**config.mk**
```make
export PLATFORM = sky130hd
export DESIGN_NAME = frogger_player_fsm
export DESIGN_NICKNAME = d
export VERILOG_FILES = /design/src/rtl/frogger_player_fsm.sv
export SDC_FILE = /design/constraint.sdc
export NUM_CORES = 1
export LEC_CHECK = 0
export BUFFER_PORTS_ARGS = -buffer_cell sky130_fd_sc_hd__buf_4
export CAP_MARGIN = 10
export CORE_MARGIN = 2
export CORE_UTILIZATION = 60
export CTS_CLUSTER_SIZE = 16
export DETAILED_ROUTE_END_ITERATION = 8
export PLACE_DENSITY = 0.8
export SYNTH_ARGS = -nofsm -noshare
export SYNTH_HDL_FRONTEND = slang
export SYNTH_SLANG_ARGS = --single-unit
export TNS_END_PERCENT = 30
```
**constraint.sdc**
```tcl
create_clock -name i_Clk -period 3.1 [get_ports i_Clk]
set_input_delay 0.62 -clock i_Clk [delete_from_list [all_inputs] [get_ports i_Clk]]
set_output_delay 0.62 -clock i_Clk [all_outputs]
set_load 0.02 [all_outputs]
```
**src/rtl/frogger_player_fsm.sv**
```systemverilog
// Frog controller: edge-detected hops, log drift, goal scoring, lives, respawn delay
// and game-over/restart sequencing for a GRID_W x GRID_H playfield.
module frogger_player_fsm #(
    parameter int GRID_W         = 20,
    parameter int GRID_H         = 15,
    parameter int POS_W          = 6,
    parameter int SCORE_W        = 7,
    parameter int LIVES          = 3,
    parameter int LOG_DIV        = 39000000,
    parameter int RESPAWN_CYCLES = 25000000,
    parameter int GOAL_TILE      = 4,
    parameter int WATER_TILE     = 2
) (
    input  logic               i_Clk,
    input  logic               i_Rst_L,
    input  logic               i_Up_Mvt,
    input  logic               i_Down_Mvt,
    input  logic               i_Left_Mvt,
    input  logic               i_Right_Mvt,
    input  logic               i_Collided,
    input  logic [3:0]         i_Tile,
    input  logic               i_On_Log,
    input  logic               i_Log_Dir,
    output logic [POS_W-1:0]   o_Frogger_X,
    output logic [POS_W-1:0]   o_Frogger_Y,
    output logic [SCORE_W-1:0] o_Score,
    output logic [2:0]         o_Lives,
    output logic [1:0]         o_State,
    output logic               o_Death_Pulse
);

    typedef enum logic [1:0] {
        PLAY      = 2'b00,
        DYING     = 2'b01,
        GAME_OVER = 2'b10
    } state_e;

    localparam int DRIFT_W = (LOG_DIV > 1) ? $clog2(LOG_DIV) : 1;
    localparam int RESP_W  = (RESPAWN_CYCLES > 1) ? $clog2(RESPAWN_CYCLES) : 1;

    localparam logic [POS_W-1:0]   ORIGIN_X   = POS_W'(GRID_W / 2);
    localparam logic [POS_W-1:0]   ORIGIN_Y   = POS_W'(GRID_H - 1);
    localparam logic [POS_W-1:0]   X_MAX      = POS_W'(GRID_W - 1);
    localparam logic [DRIFT_W-1:0] DRIFT_LAST = DRIFT_W'(LOG_DIV - 1);
    localparam logic [RESP_W-1:0]  RESP_LOAD  = RESP_W'(RESPAWN_CYCLES - 1);
    localparam logic [SCORE_W-1:0] SCORE_MAX  = '1;
    localparam logic [2:0]         LIVES_INIT = 3'(LIVES);
    localparam logic [3:0]         GOAL_CODE  = 4'(GOAL_TILE);
    localparam logic [3:0]         WATER_CODE = 4'(WATER_TILE);

    state_e             state_q, state_d;
    logic [POS_W-1:0]   x_q, x_d, y_q, y_d;
    logic [SCORE_W-1:0] score_q, score_d;
    logic [2:0]         lives_q, lives_d;
    logic               pulse_q, pulse_d;
    logic [DRIFT_W-1:0] drift_q, drift_d;
    logic [RESP_W-1:0]  resp_q, resp_d;
    logic [3:0]         hist_q;

    logic [3:0] btn, hop_req;
    logic       tile_goal, tile_water, drift_tick, drift_at_edge, dies;

    // Button vector order {up, down, left, right} doubles as the hop priority.
    assign btn     = {i_Up_Mvt, i_Down_Mvt, i_Left_Mvt, i_Right_Mvt};
    assign hop_req = btn & ~hist_q;

    assign tile_goal     = (i_Tile == GOAL_CODE);
    assign tile_water    = (i_Tile == WATER_CODE);
    assign drift_tick    = i_On_Log && (drift_q == DRIFT_LAST);
    assign drift_at_edge = i_Log_Dir ? (x_q == X_MAX) : (x_q == '0);
    assign dies          = i_Collided || (tile_water && !i_On_Log) ||
                           ((y_q == '0) && !tile_goal) || (drift_tick && drift_at_edge);

    // NOTE: sequential state uses non-blocking assignments only; combinational blocks use blocking.
    always_ff @(posedge i_Clk or negedge i_Rst_L) begin
        if (!i_Rst_L) begin
            state_q <= PLAY;
            x_q     <= ORIGIN_X;
            y_q     <= ORIGIN_Y;
            score_q <= '0;
            lives_q <= LIVES_INIT;
            pulse_q <= 1'b0;
            drift_q <= '0;
            resp_q  <= '0;
            // NOTE: history resets high so a button held through reset is not seen as a press.
            hist_q  <= 4'b1111;
        end else begin
            state_q <= state_d;
            x_q     <= x_d;
            y_q     <= y_d;
            score_q <= score_d;
            lives_q <= lives_d;
            pulse_q <= pulse_d;
            drift_q <= drift_d;
            resp_q  <= resp_d;
            hist_q  <= btn;
        end
    end

    always_comb begin
        // NOTE: every target gets a default first, so no path can infer a latch.
        state_d = state_q;
        x_d     = x_q;
        y_d     = y_q;
        score_d = score_q;
        lives_d = lives_q;
        pulse_d = 1'b0;
        drift_d = '0;
        resp_d  = resp_q;
        unique case (state_q)
            PLAY: begin
                if (i_On_Log) drift_d = drift_tick ? '0 : drift_q + 1'b1;
                if (dies) begin
                    pulse_d = 1'b1;
                    lives_d = lives_q - 3'd1;
                    if (lives_q == 3'd1) begin
                        state_d = GAME_OVER;
                        x_d     = ORIGIN_X;
                        y_d     = ORIGIN_Y;
                    end else begin
                        state_d = DYING;
                        resp_d  = RESP_LOAD;
                    end
                end else if (y_q == '0) begin
                    score_d = (score_q == SCORE_MAX) ? score_q : score_q + 1'b1;
                    x_d     = ORIGIN_X;
                    y_d     = ORIGIN_Y;
                end else if (drift_tick) begin
                    x_d = i_Log_Dir ? x_q + 1'b1 : x_q - 1'b1;
                end else if (hop_req[3]) begin
                    if (y_q != '0) y_d = y_q - 1'b1;
                end else if (hop_req[2]) begin
                    if (y_q != ORIGIN_Y) y_d = y_q + 1'b1;
                end else if (hop_req[1]) begin
                    if (x_q != '0) x_d = x_q - 1'b1;
                end else if (hop_req[0]) begin
                    if (x_q != X_MAX) x_d = x_q + 1'b1;
                end
            end
            DYING: begin
                if (resp_q == '0) begin
                    state_d = PLAY;
                    x_d     = ORIGIN_X;
                    y_d     = ORIGIN_Y;
                end else begin
                    resp_d = resp_q - 1'b1;
                end
            end
            GAME_OVER: begin
                if (hop_req[3]) begin
                    state_d = PLAY;
                    score_d = '0;
                    lives_d = LIVES_INIT;
                end
            end
            default: state_d = PLAY;
        endcase
    end

    always_comb begin
        o_Frogger_X   = x_q;
        o_Frogger_Y   = y_q;
        o_Score       = score_q;
        o_Lives       = lives_q;
        o_State       = state_q;
        o_Death_Pulse = pulse_q;
    end

endmodule

```
==> load_flow_metrics.sql <==
INSERT INTO impl_metrics (metric_group, metric, value, unit) VALUES
('status', 'outcome', 'finished, final reports clean', ''),
('yosys', 'yosys_warnings', '0', ''),
('clocking', 'clk_pin_slew_worst_paths', '0.08', 'ns'),
('hold_path', 'min-delay-path-class', 'in2reg', ''),
('placement', 'place.gp.congestion', '0.885', ''),
('drt', 'routed_wirelength', '8830', 'um'),
('clocking', 'clkLatencyLatePin', '0.35', 'ns'),
('yosys', 'synth_simple_gate_area_share', '0.256', ''),
('run', 'drv.max_cap_violation_count', '0', ''),
('yosys', 'postSynthRegisterBits', '80', ''),
('layout', 'drive_gt1_frac', '0.182', ''),
('timing', 'setup_tns', '0', 'ns'),
('timing', 'fin_worst_skew', '0.00851', 'ns'),
('global_routing', 'gr-usage-all-layers', '0.245', ''),
('hold_path', 'min_delay_worst_endpoint', 'hist_q[3]', ''),
('worst_setup_path', 'reg2regPathDepth', '7', ''),
('worst_setup_path', 'r2r_start', 'o_Frogger_Y[0]', ''),
('hold_path', 'hold_path_startpoint', 'i_Up_Mvt', ''),
('worst_setup_path', 'reg2reg_to', 'resp_q[21]', ''),
('worst_setup_path', 'timing.critical_path.from_type', 'flip-flop', ''),
('timing', 'whs', '0.379', 'ns'),
('yosys', 'synth_ff_type', 'dfrtp_1', ''),
('timing', 'maxSlewHeadroom', '0.343', ''),
('worst_setup_path', 'end_kind', 'flip-flop', ''),
('yosys', 'synthAdderAreaFrac', '0.0390', ''),
('layout', 'stdcell_count', '594', ''),
('global_routing', 'use_met3', '0.0517', ''),
('placement', 'portBuffers', '37', ''),
('floorplan', 'die_w', '89.3', 'um'),
('power_and_ir_drop', 'pwr_density_cell', '403', 'nW/um^2'),
('layout', 'nNetsFinal', '516', ''),
('clocking', 'cts_tree', 'built', ''),
('layout', 'final_design_area_no_fill', '5000', 'sq um'),
('placement', 'post_dp_cell_area', '4770', 'sq um'),
('yosys', 'synth_area_leaders', 'dfrtp_1, dfstp_2, xor2_1, nor2_1, ha_1', ''),
('worst_setup_path', 'required', '3.38', 'ns'),
('drt', 'via_per_instance_ratio', '5.79', ''),
('floorplan', 'design.die.area', '7970', 'sq um'),
('yosys', 'yosys.cell_types.count', '62', ''),
('layout', 'n_fill_cell', '541', ''),
('clocking', 'htreeDepth', '3', ''),
('global_routing', 'maximum_number_of_pins_on_one_net_before_global_route_repair', '81', ''),
('clocking', 'cts_root_buffer', 'clkbuf_8', ''),
('worst_setup_path', 'cp_max_fo', '19', ''),
('worst_setup_path', 'critical_path_start_end_classification', 'reg2reg', ''),
('yosys', 'share_of_the_synthesized_area_in_compound_gates_ao_oa_aoi_oai', '0.122', ''),
('power_and_ir_drop', 'maximum_vdd_ir_drop', '0.000249', 'V'),
('drt', 'routed-via-count', '3441', ''),
('worst_setup_path', 'arrival', '3.13', 'ns'),
('floorplan', 'placementRows', '31', ''),
('drt', 'ant_nets', '0', ''),
('timing', 'fmax', '351', 'MHz'),
('timing', 'final_slew_viol_count', '0', ''),
('clocking', 'cts_resized', '0', ''),
('global_routing', 'use_met1', '0.322', ''),
('clocking', 'post_cts.repair.setup_buffers', '0', ''),
('floorplan', 'ioPinCount', '38', ''),
('global_routing', 'globalRouteMet2Util', '0.406', ''),
('layout', 'antenna_cells', '0', ''),
('clocking', 'ctsLongestPathBuffers', '2', ''),
('timing', 'post-route-period-util', '0.919', ''),
('clocking', 'clock_sink_count', '80', ''),
('yosys', 'synth_xor_xnor_area_share', '0.0743', ''),
('global_routing', 'gr-max-usage-layer', 'met2', ''),
('global_routing', 'antenna_found_initial', '0', ''),
('power_and_ir_drop', 'design_power_total', '0.00202', 'W'),
('yosys', 'netlist.top_cell.by_area', 'dfrtp_1', ''),
('floorplan', 'initial_utilization', '0.611', ''),
('yosys', 'postSynthNetCount', '472', ''),
('worst_setup_path', 'regToRegSetupSlack', '0.25', 'ns'),
('timing', 'rsz0062_at_grt', 'false', '');
[state kept, by name, indices dropped and copies added, names as in the netlist]
name	cells
drift_q	26
resp_q	25
o_Score	7
o_Frogger_X	6
o_Frogger_Y	6
hist_q	4
o_Lives	3
o_State	2
o_Death_Pulse	1
[cells in the final DEF (no fill, tap or decap), types with 4 or more instances in the layout]
master and instances:
a21oi_1 22, a31oi_1 6, and2_1 4, and3_1 11
buf_4 46, clkbuf_8 9, dfrtp_1 69, dfstp_2 11
ha_1 12, inv_1 18, mux2i_1 5, nand2_1 31
nand2b_1 8, nand3_1 29, nand4_1 9, nor2_1 42
nor3_1 6, nor4_1 7, o21a_1 4, o21ai_0 12
o31ai_1 8, or2_2 4, or3_1 18, or4_1 9
xnor2_1 11, xor2_1 26
[report_power, final]
group	internal (W)	total [W]	switching, W
clock network	0.000535	0.000905	0.000369
logic	0.0000239	0.0000643	0.0000405
registers	0.00105	0.00105	0.00000113
[how the worst max path moves through the flow]
stage / slack, ns / cells past startpoint / endpoint / from
after CTS: 0.25 / 7 / resp_q[21] / o_Frogger_Y[0]
after detailed placement: 0.27 / 7 / resp_q[21] / o_Frogger_Y[0]
after floorplan: 0.35 / 11 / resp_q[21] / o_Frogger_X[0]
final: 0.25 / 7 / resp_q[21] / o_Frogger_Y[0]
after global routing: 0.09 / 9 / resp_q[22] / o_Frogger_X[0]
after global placement: 0.36 / 8 / resp_q[21] / i_Log_Dir
[routing by layer]
| metal | wire [um] | vias to the layer above |
|---|---|---|
| li1 | - | 1706 |
| met1 | 4100 | 1651 |
| met2 | 4270 | 70 |
| met3 | 300 | 14 |
| met4 | 155 | 0 |
| met5 | 0 | - |
[cell families after synthesis]
logic type,count (synthesis)
AO/OA/AOI/OAI,77
XOR/XNOR,37
adder cells (fa/ha/maj),13
buffers and inverters,31
flip-flops,80
multiplexers,7
AND/OR/NAND/NOR,201
[through the flow]
| stage | worst slack (ns) | util |
|---|---|---|
| 4_1_cts | 0.247 | 0.701 |
| 2_1_floorplan | 0.352 | - |
| 3_5_place_dp | 0.266 | 0.669 |
| 5_1_grt | 0.0916 | 0.701 |
| 3_3_place_gp | 0.363 | 0.669 |
| 6_report | 0.251 | 0.701 |
[worst max-delay path, cell delays in order (launching register included)]
cell and delay, ns:
dfrtp_1 0.41, or3_1 0.42, or4_4 0.48, o21ai_4 0.26, o21a_1 0.26, o2111ai_4 0.31
or4_1 0.55, nand3_1 0.09
[final cells by class]
class,instances,area (sq um),share of cell area
clock buffer,12,135,0.0270
clock inverter,4,95.1,0.0190
inverter,18,67.6,0.0135
multi-input combinational,335,2220,0.444
sequential,80,2020,0.403
tap,99,124,0.0248
timing repair buffer,46,345,0.0690
No activity file was read; power rests on OpenSTA's default activity.
